### config.mk
export PLATFORM = sky130hd
export DESIGN_NAME = bill_accumulator_flat
export DESIGN_NICKNAME = d
export VERILOG_FILES = /design/src/rtl/bill_accumulator_pkg.sv /design/src/rtl/bill_accumulator_if.sv /design/src/rtl/bill_accumulator_adder.sv /design/src/rtl/bill_accumulator.sv /design/src/flat_wrapper.sv
export SDC_FILE = /design/constraint.sdc
export NUM_CORES = 1
export LEC_CHECK = 0
export CAP_MARGIN = 40
export CORE_MARGIN = 4
export CORE_UTILIZATION = 50
export DETAILED_ROUTE_END_ITERATION = 6
export PLACE_DENSITY = 0.9
export SETUP_SLACK_MARGIN = 0.5
export SLEW_MARGIN = 25
export SYNTH_ARGS = -nofsm -noshare
export SYNTH_HDL_FRONTEND = slang
export SYNTH_SLANG_ARGS = --single-unit
### constraint.sdc
create_clock -name clk -period 11.15 [get_ports clk]
set_clock_uncertainty 0.2 [all_clocks]
set_input_delay 2.23 -clock clk [delete_from_list [all_inputs] [get_ports clk]]
set_output_delay 2.23 -clock clk [all_outputs]
set_load 0.05 [all_outputs]
### src/rtl/bill_accumulator_pkg.sv
// Shared definitions for the bill accumulator: width defaults, the saturation
// value of the running total and the FSM state encoding.
package bill_accumulator_pkg;

  localparam int DEF_PRICE_W = 12;  // the ripple adder is 12+12->13, so this is fixed
  localparam int DEF_QTY_W   = 4;
  localparam int DEF_CNT_W   = 8;

  localparam logic [11:0] SAT_TOTAL = 12'hFFF;

  typedef enum logic [1:0] {
    ST_IDLE = 2'd0,
    ST_ADD  = 2'd1,
    ST_DONE = 2'd2
  } state_t;

endpackage

### src/rtl/bill_accumulator_if.sv
// Item-entry handshake bundle.
//   item_valid  master->slave  entry offered
//   item_price  master->slave  unit price
//   item_qty    master->slave  quantity (0 = entry dropped)
//   item_ready  slave->master  accumulator can take an entry this cycle
interface bill_accumulator_if
  import bill_accumulator_pkg::*;
#(
  parameter int PRICE_W = DEF_PRICE_W,
  parameter int QTY_W   = DEF_QTY_W
);

  logic               item_valid;
  logic [PRICE_W-1:0] item_price;
  logic [QTY_W-1:0]   item_qty;
  logic               item_ready;

  modport master (
    output item_valid,
    output item_price,
    output item_qty,
    input  item_ready
  );

  modport slave (
    input  item_valid,
    input  item_price,
    input  item_qty,
    output item_ready
  );

endinterface

### src/rtl/bill_accumulator_adder.sv
// adder_1213bit: 12-bit + 12-bit ripple-carry adder with 13-bit result.
//   a, b  in   12  operands
//   sum   out  13  sum[11:0] is the sum, sum[12] the carry-out
module adder_1213bit (
  input  logic [11:0] a,
  input  logic [11:0] b,
  output logic [12:0] sum
);

  logic [12:0] carry;

  assign carry[0] = 1'b0;

  for (genvar gi = 0; gi < 12; gi++) begin : g_fa
    assign sum[gi]      = a[gi] ^ b[gi] ^ carry[gi];
    assign carry[gi+1]  = (a[gi] & b[gi]) | (carry[gi] & (a[gi] ^ b[gi]));
  end

  assign sum[12] = carry[12];

endmodule

### src/rtl/bill_accumulator.sv
// bill_accumulator: accepts (price, qty) entries and builds a saturating bill
// total, adding the unit price once per cycle per quantity unit through a
// single 12-bit ripple adder. Checkout freezes the bill until clear/reset.
//   clk, rst_n    clock, asynchronous active-low reset
//   clear         synchronous new-bill, overrides everything except rst_n
//   item          slave side of the entry handshake
//   checkout      close the bill (only honoured in IDLE without item_valid)
//   bill_total    running/final total, saturates at 4095
//   bill_ovf      sticky carry-out indicator
//   item_count    accepted non-zero-qty entries, saturating
//   bill_valid    high while the final bill is presented
module bill_accumulator
  import bill_accumulator_pkg::*;
#(
  parameter int PRICE_W = DEF_PRICE_W,
  parameter int QTY_W   = DEF_QTY_W,
  parameter int CNT_W   = DEF_CNT_W
) (
  input  logic                 clk,
  input  logic                 rst_n,
  input  logic                 clear,
  bill_accumulator_if.slave    item,
  input  logic                 checkout,
  output logic [PRICE_W-1:0]   bill_total,
  output logic                 bill_ovf,
  output logic [CNT_W-1:0]     item_count,
  output logic                 bill_valid
);

  localparam logic [QTY_W-1:0] QTY_ONE = QTY_W'(1);
  localparam logic [CNT_W-1:0] CNT_ONE = CNT_W'(1);

  state_t               state_reg, state_next;
  logic [PRICE_W-1:0]   price_reg, price_next;
  logic [QTY_W-1:0]     rem_qty_reg, rem_qty_next;
  logic [PRICE_W-1:0]   total_reg, total_next;
  logic                 ovf_reg, ovf_next;
  logic [CNT_W-1:0]     count_reg, count_next;
  logic [PRICE_W:0]     add_sum;

  // The only arithmetic on the total: total + latched unit price.
  adder_1213bit u_adder (
    .a   (total_reg),
    .b   (price_reg),
    .sum (add_sum)
  );

  always_ff @(posedge clk or negedge rst_n) begin
    if (!rst_n) begin
      state_reg   <= ST_IDLE;
      price_reg   <= '0;
      rem_qty_reg <= '0;
      total_reg   <= '0;
      ovf_reg     <= 1'b0;
      count_reg   <= '0;
    end else begin
      state_reg   <= state_next;
      price_reg   <= price_next;
      rem_qty_reg <= rem_qty_next;
      total_reg   <= total_next;
      ovf_reg     <= ovf_next;
      count_reg   <= count_next;
    end
  end

  always_comb begin
    state_next   = state_reg;
    price_next   = price_reg;
    rem_qty_next = rem_qty_reg;
    total_next   = total_reg;
    ovf_next     = ovf_reg;
    count_next   = count_reg;

    if (clear) begin
      // New bill: anything offered in this cycle is discarded, an entry in
      // progress is abandoned.
      state_next   = ST_IDLE;
      price_next   = '0;
      rem_qty_next = '0;
      total_next   = '0;
      ovf_next     = 1'b0;
      count_next   = '0;
    end else begin
      case (state_reg)
        ST_IDLE: begin
          if (item.item_valid) begin
            // A zero-quantity entry still completes the handshake but is dropped.
            // Checkout in the same cycle loses to the entry either way.
            if (item.item_qty != '0) begin
              price_next   = item.item_price;
              rem_qty_next = item.item_qty;
              state_next   = ST_ADD;
            end
          end else if (checkout) begin
            state_next = ST_DONE;
          end
        end
        ST_ADD: begin
          // Carry-out means the true total no longer fits: pin it at the max.
          total_next   = add_sum[PRICE_W] ? SAT_TOTAL : add_sum[PRICE_W-1:0];
          ovf_next     = ovf_reg | add_sum[PRICE_W];
          rem_qty_next = rem_qty_reg - QTY_ONE;
          if (rem_qty_reg == QTY_ONE) begin
            if (count_reg != '1) begin
              count_next = count_reg + CNT_ONE;
            end
            state_next = ST_IDLE;
          end
        end
        ST_DONE: begin
          // Frozen until clear or reset.
        end
        default: begin
          state_next = ST_IDLE;
        end
      endcase
    end
  end

  assign item.item_ready = (state_reg == ST_IDLE);
  assign bill_total      = total_reg;
  assign bill_ovf        = ovf_reg;
  assign item_count      = count_reg;
  assign bill_valid      = (state_reg == ST_DONE);

endmodule

### src/flat_wrapper.sv
// flat-port wrapper written by rule: the top's interface ports become plain ports
module bill_accumulator_flat import bill_accumulator_pkg::*;
#(
  parameter int PRICE_W = DEF_PRICE_W,
  parameter int QTY_W   = DEF_QTY_W,
  parameter int CNT_W   = DEF_CNT_W
)
  (clk, rst_n, clear, checkout, bill_total, bill_ovf, item_count, bill_valid, item_item_valid, item_item_price, item_item_qty, item_item_ready);
  bill_accumulator_if #(.PRICE_W(PRICE_W), .QTY_W(QTY_W)) item_i ();
  input  logic clk;
  input  logic rst_n;
  input  logic clear;
  input  logic checkout;
  output logic [PRICE_W-1:0] bill_total;
  output logic bill_ovf;
  output logic [CNT_W-1:0] item_count;
  output logic bill_valid;
  input wire logic [$bits(item_i.item_valid)-1:0] item_item_valid;
  input wire logic [$bits(item_i.item_price)-1:0] item_item_price;
  input wire logic [$bits(item_i.item_qty)-1:0] item_item_qty;
  output wire logic [$bits(item_i.item_ready)-1:0] item_item_ready;
  assign item_i.item_valid = item_item_valid;
  assign item_i.item_price = item_item_price;
  assign item_i.item_qty = item_item_qty;
  assign item_item_ready = item_i.item_ready;
  bill_accumulator #(.PRICE_W(PRICE_W), .QTY_W(QTY_W), .CNT_W(CNT_W)) u_core (.clk(clk), .rst_n(rst_n), .clear(clear), .item(item_i), .checkout(checkout), .bill_total(bill_total), .bill_ovf(bill_ovf), .item_count(item_count), .bill_valid(bill_valid));
endmodule
==> impl_metrics.toml <==
[run_status]
status = "finished, final reports clean"

[drt]
vias = 1583
drt_iter0_drc = 92
routed_wl_microns = 4510
ant_nets = 0
wl_per_cell_microns = 16.3
vias_per_cell = 5.71
dr.pass1.iters = 4
drc = 0

[clock_network]
cts_root_buffer = "clkbuf_8"
cts_made_buffers = 5
post-cts-setup-buffers = 0
clk_pin_slew_ns = 0.08
cts.hold.buffers_added = 0
numClockSinks = 39
clk_latency_ns = 0.30
cts_resized = 0
h-tree-depth = 2
cts_tree = "built"
clockBufferDepth = 2

[die]
pin_count = 44
core_area_sq_mm = 0.00374
dieArea_sq_mm = 0.00505
rows = 22
die_y_microns = 71.1
die_w_microns = 71.1
start_util_pct = 53.2

[setup_path]
path_cells = "ha_1 -> fa_1 -> fa_1 -> fa_1 -> fa_1 -> fa_1 -> fa_1 -> fa_1 -> fa_1 -> inv_1 -> fa_1 -> inv_1 -> fa_1 -> fa_1 -> nor3_1 -> nor3_1"
cp-start-kind = "flop"
end_kind = "flop"
required_ns = 11.12
cp_num_buf_inv = 2
critical_path.max_fanout = 13
slowest_delay_ns = 0.60
arrival_ns = 6.02
critPathKind = "reg -> reg"
critPathSlowestCell = "fa_1"
path_common_cell = "fa_1"
crit_family = "adder cells"

[global_route]
antenna_found_initial = 0
grt_start_max_net_pins = 25
first_global_vias = 1608
grt_pass1_wl_microns = 7760
overflow = 0
globalRouteTotalUtil_pct = 19.7

[synthesis]
syn_nets = 219
async_flop_share_pct = 100
yosysSeqAreaShare_pct = 49.0
synth_area_leaders = "dfrtp_1 (49%), fa_1 (11%), nor3_1 (6.5%)"
synth_cell_type_count = 35
netlist_top_cells_count = "dfrtp_1 (39), nor3_1 (26), nor2_1 (16), a22o_1 (12), fa_1 (11)"
synth_top_area_share_pct = 49.0
syn_avg_cell_area_sq_um = 10.9
synthesis.area_sq_mm = 0.00199
yosys_warnings = 0
synth_cells = 183
yosys.cell_count.top_type = "dfrtp_1"
synth_largest_area_cell = "dfrtp_1"
synth_top_flop_cell = "dfrtp_1"
ys_seq_elements = 39
synth-edff-count = 0

[sta]
worst_pin_slew_ns = 0.547
rsz0062_at_grt = "no"
report.final.slew_viol_count = 0
finalCritPeriodShare_pct = 54.3
min_period_ns = 6.05
tns_ns = 0
setup-violations-final = 0
timing.fmax_ghz = 0.165
maxSlewHeadroom_pct = 63.4
worst_hold_slack_ns = 0.312
hold_viol_final = 0

[pwr]
leakage_uw = 0.00116
vdd_drop_max_mv = 0.0850
power-per-cell-area_mw_per_mm2 = 149

[cells_and_area]
drive_gt1_share_pct = 8.30
antenna_cells = 0
areaGrowthSynthToFinish_pct = 31.3
fin_cells = 277
nets = 264
nFillCells = 291
fin_area_sq_mm = 0.00261

[placed_design]
placed_cell_area_sq_mm = 0.00248
routabilityCongestion = 0.797
portBuffers = 43
hpwl_microns = 3220
place_inst = 267

[worst_hold_path]
hold_class = "reg -> reg"

[run]
cap_violations = 0
-- final timing paths --
kind / from / end / slack [ns] / cells after the start
max in group asynchronous: rst_n / u_core.price_reg[9]$_DFFE_PN0P_ / 8.65 / 2
min: u_core.price_reg[9]$_DFFE_PN0P_ / u_core.price_reg[9]$_DFFE_PN0P_ / 0.31 / 1
max reg2reg: u_core.bill_total[0]$_DFFE_PN0P_ / u_core.bill_total[5]$_DFFE_PN0P_ / 5.10 / 16
min in group asynchronous: rst_n / u_core.item_count[0]$_DFFE_PN0P_ / 1.65 / 1
min reg2reg: u_core.price_reg[9]$_DFFE_PN0P_ / u_core.price_reg[9]$_DFFE_PN0P_ / 0.31 / 1
max: u_core.bill_total[0]$_DFFE_PN0P_ / u_core.bill_total[5]$_DFFE_PN0P_ / 5.10 / 16
-- metrics by stage --
step | setup slack [ns] | util (%) | total power, uW
floorplan | 5.06 | - | 233
global placement | 5.17 | 64.9 | 265
detailed placement | 5.08 | 66.2 | 270
CTS | 5.04 | 69.3 | 392
global route | 4.77 | 69.8 | 411
finish | 5.10 | 69.8 | 390
-- worst register-to-register path, delay by kind of cell (launching register included) --
kind | cells | cell delay (ns)
buffers and inverters | 2 | 0.14
adders and majority gates | 12 | 4.82
and+or+nand+nor | 2 | 0.34
DFF | 1 | 0.41
-- final cells by class --
type	count	area [sq um]	area share [%]
tap	48	60.1	2.30
inverter	8	30.0	1.15
multi-input combinational	126	937	35.9
sequential	39	976	37.3
timing repair buffer	48	494	18.9
clock inverter	3	47.5	1.82
clock buffer	5	68.8	2.63
-- report_power, final --
group | total (uW) | internal [uW] | switching (uW)
combinational | 101 | 40.7 | 60.6
clock | 121 | 67.8 | 53.7
sequential | 167 | 154 | 13.7
-- cell families (layout without fill, tap and decap cells) --
kind of cell	Yosys count	after routing	share of synthesized area, %
AO/OA/AOI/OAI	39	39	14.2
AND/OR/NAND/NOR	69	69	17.9
adder cells (fa/ha/maj)	15	15	13.6
flip-flops	39	39	49.0
multiplexers	1	1	0.503
buffers and inverters	18	64	3.90
XOR/XNOR	2	2	0.880
-- cells in the final DEF (no fill, tap or decap), types with 5 or more instances in the layout --
master           synthesis  final
a21oi_1                 10     10
dfrtp_1                 39     39
or3_1                    5      5
fa_1                    11     11
clkdlybuf4s50_1          0     42
nor2_1                  16     16
inv_1                    8      8
nor3_1                  26     26
clkbuf_8                 0      5
nand2_1                  6      6
a22o_1                  12     12
o21ai_0                  5      5
-- routing by layer --
| metal | global-route usage (%) | part of all wire, % | vias to the layer above |
|---|---|---|---|
| met5 | 0 | 0 | - |
| met4 | 6.68 | 1.5 | 0 |
| met3 | 6.39 | 5.6 | 7 |
| met2 | 29.4 | 48 | 55 |
| met1 | 27.2 | 45 | 776 |
| li1 | - | - | 745 |
No activity file was read; power rests on OpenSTA's default activity.
